File: config.mk
export PLATFORM = sky130hd
export DESIGN_NAME = decoder3_8_pulse
export DESIGN_NICKNAME = d
export VERILOG_FILES = /design/src/rtl/decoder3_8_pulse.sv
export SDC_FILE = /design/constraint.sdc
export NUM_CORES = 1
export LEC_CHECK = 0
export ABC_AREA = 1
export CELL_PAD_IN_SITES_DETAIL_PLACEMENT = 1
export CELL_PAD_IN_SITES_GLOBAL_PLACEMENT = 2
export CORE_MARGIN = 2
export CORE_UTILIZATION = 35
export DETAILED_ROUTE_END_ITERATION = 8
export PLACE_DENSITY_LB_ADDON = 0.1
export SKIP_LAST_GASP = 1
export SLEW_MARGIN = 20
export SYNTH_ARGS = -nofsm -noshare
export SYNTH_HDL_FRONTEND = slang
export SYNTH_SLANG_ARGS = --single-unit
File: constraint.sdc
create_clock -name clk -period 6 [get_ports clk]
set_input_delay 1.2 -clock clk [delete_from_list [all_inputs] [get_ports clk]]
set_output_delay 1.2 -clock clk [all_outputs]
set_load 0.05 [all_outputs]
File: src/rtl/decoder3_8_pulse.sv
// decoder3_8_pulse
//   Sequenced 3-to-8 decoder. Codes arrive via a valid/ready handshake, are
//   buffered in a small FIFO and replayed one at a time as a one-hot strobe
//   on y, each held PULSE_LEN cycles and followed by at least one zero cycle.
//
// Ports
//   clk       rising-edge clock
//   rst_n     synchronous active-low reset
//   en        run enable; 0 freezes the pulse timer and blocks FIFO pops
//   in_valid  a holds a code to enqueue
//   a         3-bit code to decode
//   in_ready  FIFO can accept (not full, and not in reset)
//   y         registered one-hot strobe, 0 between strobes
//   done      one-cycle pulse in the cycle y returns to 0
//   busy      strobe active or FIFO non-empty
//   level     FIFO occupancy
module decoder3_8_pulse #(
   parameter int unsigned PULSE_LEN  = 4,
   parameter int unsigned FIFO_DEPTH = 4
) (
   input  logic                          clk,
   input  logic                          rst_n,
   input  logic                          en,
   input  logic                          in_valid,
   input  logic [2:0]                    a,
   output logic                          in_ready,
   output logic [7:0]                    y,
   output logic                          done,
   output logic                          busy,
   output logic [$clog2(FIFO_DEPTH):0]   level
);

   localparam int unsigned AW         = $clog2(FIFO_DEPTH);
   localparam logic [7:0]  TIMER_LOAD = 8'(PULSE_LEN - 1);
   localparam logic [AW:0] FULL_LEVEL = FIFO_DEPTH[AW:0];

   typedef enum logic {
      IDLE,
      ACTIVE
   } state_t;

   state_t          state_q, state_d;
   logic [7:0]      timer_q, timer_d;
   logic [7:0]      y_q, y_d;
   logic            done_q, done_d;
   logic            busy_q, busy_d;
   logic [AW:0]     level_q, level_d;
   logic [AW-1:0]   wr_ptr_q, wr_ptr_d;
   logic [AW-1:0]   rd_ptr_q, rd_ptr_d;
   logic [2:0]      mem_q [FIFO_DEPTH];
   logic [2:0]      mem_d [FIFO_DEPTH];
   logic            push;
   logic            pop;

   // No full bypass: readiness depends only on the registered occupancy.
   assign in_ready = rst_n && (level_q != FULL_LEVEL);

   always_comb begin
      push     = in_valid && in_ready;
      pop      = (state_q == IDLE) && en && (level_q != '0);

      state_d  = state_q;
      timer_d  = timer_q;
      y_d      = y_q;
      done_d   = 1'b0;
      level_d  = level_q;
      wr_ptr_d = wr_ptr_q;
      rd_ptr_d = rd_ptr_q;
      mem_d    = mem_q;

      if (push) begin
         mem_d[wr_ptr_q] = a;
         wr_ptr_d        = wr_ptr_q + 1'b1;
      end
      if (pop) begin
         rd_ptr_d = rd_ptr_q + 1'b1;
      end

      case ({push, pop})
         2'b10:   level_d = level_q + 1'b1;
         2'b01:   level_d = level_q - 1'b1;
         default: level_d = level_q;
      endcase

      case (state_q)
         IDLE: begin
            if (pop) begin
               y_d     = 8'b1 << mem_q[rd_ptr_q];
               timer_d = TIMER_LOAD;
               state_d = ACTIVE;
            end
         end
         ACTIVE: begin
            // en=0 leaves timer and y untouched, stretching the strobe.
            if (en) begin
               if (timer_q != '0) begin
                  timer_d = timer_q - 8'd1;
               end else begin
                  y_d     = '0;
                  done_d  = 1'b1;
                  state_d = IDLE;
               end
            end
         end
      endcase

      busy_d = (state_d == ACTIVE) || (level_d != '0);
   end

   always_ff @(posedge clk) begin
      if (!rst_n) begin
         state_q  <= IDLE;
         timer_q  <= '0;
         y_q      <= '0;
         done_q   <= 1'b0;
         busy_q   <= 1'b0;
         level_q  <= '0;
         wr_ptr_q <= '0;
         rd_ptr_q <= '0;
      end else begin
         state_q  <= state_d;
         timer_q  <= timer_d;
         y_q      <= y_d;
         done_q   <= done_d;
         busy_q   <= busy_d;
         level_q  <= level_d;
         wr_ptr_q <= wr_ptr_d;
         rd_ptr_q <= rd_ptr_d;
      end
   end

   // Storage needs no reset; the pointers alone define which entries are live.
   always_ff @(posedge clk) begin
      mem_q <= mem_d;
   end

   assign y     = y_q;
   assign done  = done_q;
   assign busy  = busy_q;
   assign level = level_q;

endmodule

After elaboration in Yosys (flattened, before gate mapping)

Index checks and enable logic that the tools add are counted.

Input port bits: 7
Logic and storage cells: 63
Output and inout port bits: 14
Flip-flop bits (word level): 38

Reductions and logical operators: 12
Bitwise gates (word level): 3
Shift operators: 1
Magnitude comparators: 3
Equal/unequal tests: 7
Mux-type cells: 20
Add/sub/neg operators: 5

Operator list:

| cell                  | count |
|---|---|
| $mux W8               | 6 |
| $pmux W8 S2           | 2 |
| $bwmux W12            | 1 |
| $mux W3               | 3 |
| $reduce_and A3 Y1     | 3 |
| $reduce_bool A8 Y1    | 1 |
| $shl A1 B3 Y8 const A | 1 |
| $sub A8 B1 Y8 const B | 1 |
| $bmux W3 S2           | 1 |
| $demux W3 S2          | 1 |
| $ge A3 B3 Y1 const B  | 2 |
| $ne A2 B2 Y1 const B  | 3 |
| $not A2 Y3            | 2 |
| $pmux W3 S2           | 1 |
| $reduce_bool A3 Y1    | 2 |
| $logic_and A1 B1 Y1   | 5 |
| $add A2 B1 Y2 const B | 2 |
| $mux W1               | 4 |
| $add A3 B1 Y3 const B | 1 |
| $lt A3 B1 Y1 const B  | 1 |
| $ne A3 B3 Y1 const B  | 1 |
| $sub A3 B1 Y3 const B | 1 |
| $eq A2 B1 Y1 const B  | 1 |
| $eq A2 B2 Y1 const B  | 1 |
| 4 further kinds       | 4 |

Longest topological paths before layout

Word-level depth: 7
Mapped depth: 13

Worst setup path before layout

OpenSTA, ideal clock, no wires.

Kind: input-to-reg
Start point: input port rst_n
End point: register busy_q, in the netlist busy
Stages: 10
Arrival: 3267 ps
Path slack: 2670 ps
Path buffers: 0
Setup time: 63 ps
Cells stage by stage: inv_1 > a31oi_2 > nand2_1 > ha_1 > inv_1 > fa_1 > nor2_1 > a21oi_1 > a21oi_1 > nand3b_1

Word-level cells in the longest chain between the ends: 6
Elaborated cells between the ends (all ways): 7
Classes of those cells: eq/ne (2); mux (1); reduce/logical (4)

RTL lines:

| element                                      | line | text |
|---|---|---|
| from (decl)                                  | 22   | `input logic rst_n,` |
| $logic_and A1 B1 Y1 *                        | 56   | `assign in_ready = rst_n && (level_q != FULL_LEVEL);` |
| net in_ready                                 | 26   | `output logic in_ready,` |
| $logic_and A1 B1 Y1 *                        | 59   | `push = in_valid && in_ready;` |
| $eq A2 B1 Y1 or $eq A2 B2 Y1 (tied branches) | 79   | `case ({push, pop})` |
| $pmux W3 S2 *                                | 79   |  |
| $reduce_bool A3 Y1 *                         | 107  | `busy_d = (state_d == ACTIVE) \|\| (level_d != '0);` |
| $logic_or A1 B1 Y1 *                         | 107  |  |
| to (signal assigned)                         | 125  | `busy_q <= busy_d;` |
| to (decl)                                    | 46   | `logic busy_q, busy_d;` |

Mark *: on every way through the listed nets, which the timed path passes. The rest lies on a longest branch.
A chain may end at the register's enable or synchronous reset.

Final worst setup path

Start point: input port rst_n
End point: output port in_ready

Word-level cells in the longest chain between the ends: 1

RTL lines:

| element             | line |
|---|---|
| $logic_and A1 B1 Y1 | 56 |
| to (decl)           | 26 |

No other way between the ends.

==> impl_metrics.tcl <==
set metrics [dict create \
    fmax_mhz 210.0 \
    cts_buffers 5 \
    num_rows 26 \
    drv_cap 0 \
    grt.overflow.total 0 \
    crit_arrival_ns 3.56 \
    critPathLaunch "rst_n" \
    cts_tree "yes" \
    worstMarginPinSlew_ns 0.5462 \
    hold_path.class "reg -> reg" \
    relSlewSlack_pct 63.47 \
    slew_violations 0 \
    crit_end "in_ready" \
    hold_viol 0 \
    grt_pass1_wl_mm 7.417 \
    path_delay_family "buffers and inverters" \
    fin_nets 282 \
    final.setup.tns_ns 0 \
    yosys_warnings 0 \
    die_h_um 77.89 \
    reg2reg_depth 11 \
    start_kind "primary input" \
    setup_viol_count_final 0 \
    critPathSlowestCell "clkdlybuf4s50_1" \
    critPathMaxFanout 14 \
    dp_hpwl_mm 3.068 \
    worstPathCellList "clkdlybuf4s50_1 > inv_1 > a31oi_2 > clkdlybuf4s50_1" \
    numPortBuffers 20 \
    rrSetupSlack_ns 3.71 \
    timing.rr.start "level[0]" \
    avgSynthCellArea_um2 7.862 \
    route.detailed.drc 0 \
    clock_path_buffers 2 \
    root_buffer "clkbuf_8" \
    diodes 0 \
    grtUsageTotal_pct 15.93 \
    grt_pass1_vias 1580 \
    whs_ns 0.5042 \
    fill_cells 617 \
    rr_endpoint "busy" \
    critPathBufInv 3 \
    criticalPathCategory "in -> out" \
    drt_iter0_markers 46 \
    rsz0062_at_grt "no" \
    min_period_over_period_pct 79.36 \
    dieArea_um2 6066 \
    clock-sinks 38 \
    dr_total_vias 1542 \
    gp_congestion 0.7099 \
    drt_wl_total_mm 4.114 \
    layout_setup_ws_ns 1.238 \
    p_leak_nw 0.9783 \
    status "finished, final reports clean" \
    max-vdd-ir-drop_v 0.0001764 \
    p_total_mw 1.290 \
    core_um2 5172 \
    crit_path_end_kind "primary output" \
    crit_cells 4 \
    syn-num-nets 258 \
    place_inst 330 \
    syn_area_um2 1911 \
    final_cells 338 \
    yosysSeqAreaShare_pct 46.10 \
    final_common_cell "nand2_1" \
    finalClockSkew_ns 0.005829 \
    synth_seq_cells 38 \
    drt-wirelength-per-cell_um 12.17 \
    start_util_pct 36.94 \
    cp_slowest_stage_delay_ns 0.85 \
    power.density_nw_per_um2 555.4 \
    grt_max_degree 15 \
    mostFrequentLayoutCells "nand2_1 (55), nor2_1 (41), inv_1 (28)" \
    antenna_found_initial 0 \
    place_ws_ns 1.277 \
    clkTransAtPathRegs_ns 0.08 \
    timing.final.crit_period_ns 4.762 \
    num_io_pins 21 \
    cpMostUsedCell "clkdlybuf4s50_1" \
    cts_setup_buffers 0 \
    htree_levels 2 \
    dieWidth_um 77.89 \
    viasPerCell 4.562 \
    final_antenna_net_count 0 \
    first_pass_iters 4 \
    synthCells 243 \
    synth_cell_type_count 28 \
    worst_ep_required_time_ns 4.80 \
    cts_resized 0 \
    syn2layout_area_growth_pct 21.55 \
    clk-insertion-delay-late_ns 0.30 \
    drive_gt1_share_pct 11.19 \
    cts_hold_buf 0 \
]
per-stage QoR:
stage          util [%]  cell area [um2]
6_report          44.90             2322
5_1_grt           44.90             2322
4_1_cts           44.90             2322
3_5_place_dp      42.24             2185
3_3_place_gp      42.24             2185
2_1_floorplan         -             1911
worst reg2reg max path, cell delays in order (launching register included):
cell	delay, ns
dfxtp_1	0.37
inv_1	0.11
nand3_1	0.17
nand3_1	0.18
inv_1	0.18
ha_1	0.17
inv_1	0.07
fa_1	0.48
nor2_1	0.04
a21oi_1	0.16
a21oi_1	0.09
nand3b_1	0.17
metal layers:
layer  GRT usage, %  vias to the layer above  routed length (um)
met4          7.321                        0                  87
met3          5.000                        9                 154
li1               -                      814                   -
met1          21.06                      692                2096
met5              0                        -                   0
met2          23.62                       27                1776
synthesized netlist by cell type, drive strengths merged:
library cell  instances  area (um2)
a21o                  1       7.510
a21oi                11       55.05
a31oi                 1       12.51
buf                   1       5.000
clkbuf                2       8.750
dfxtp                26       520.5
edfxtp               12       360.4
fa                    1       20.02
ha                    7       87.58
inv                  31       121.4
nand2                60       252.7
nand3                19       95.09
nand3b                1       7.510
nand4                 3       18.77
nor2                 54       259.0
o21ai                 9       45.04
o21bai                1       7.510
xnor2                 1       8.760
xor2                  2       17.52
report_power, final:
part           internal (mW)  leakage, nW  switching, mW
Combinational          0.214        0.589          0.437
Clock                  0.167       0.0683         0.0987
Sequential             0.328        0.321         0.0463
Total                  0.708        0.978          0.582
flip-flops by register name, summed over array words and instances, names as in the netlist:
name      cells
level         3
timer_q       8
state_q       1
wr_ptr_q      2
mem_q        12
busy          1
rd_ptr_q      2
done          1
y             8
cell type report:
cell class	instances	area [um2]	area share (%)
Clock buffer	5	68.82	2.963
Clock inverter	3	68.82	2.963
Inverter	31	121.4	5.226
Multi-Input combinational cell	171	894.6	38.52
Sequential cell	38	880.8	37.93
Tap cell	70	87.58	3.772
Timing Repair Buffer	20	200.2	8.621
how the worst min path moves through the flow:
stage                     cells past startpoint         end        from  slack, ns
after floorplan                               2  timer_q[0]  timer_q[0]       0.46
after global placement                        2  timer_q[1]  timer_q[1]       0.48
after detailed placement                      2  timer_q[0]  timer_q[0]       0.49
after CTS                                     2  timer_q[0]  timer_q[0]       0.51
after global routing                          2  timer_q[0]  timer_q[0]       0.55
final                                         2  timer_q[0]  timer_q[0]       0.50
cell families after synthesis:
family	count (synthesis)	share of synthesized area [%]
AO/OA/AOI/OAI	23	6.680
AND/OR/NAND/NOR	137	33.14
flip-flops	38	46.10
XOR/XNOR	3	1.375
buffers and inverters	34	7.072
adder cells (fa/ha/maj)	8	5.632
Note: power is estimated with default switching activity, not from simulation.
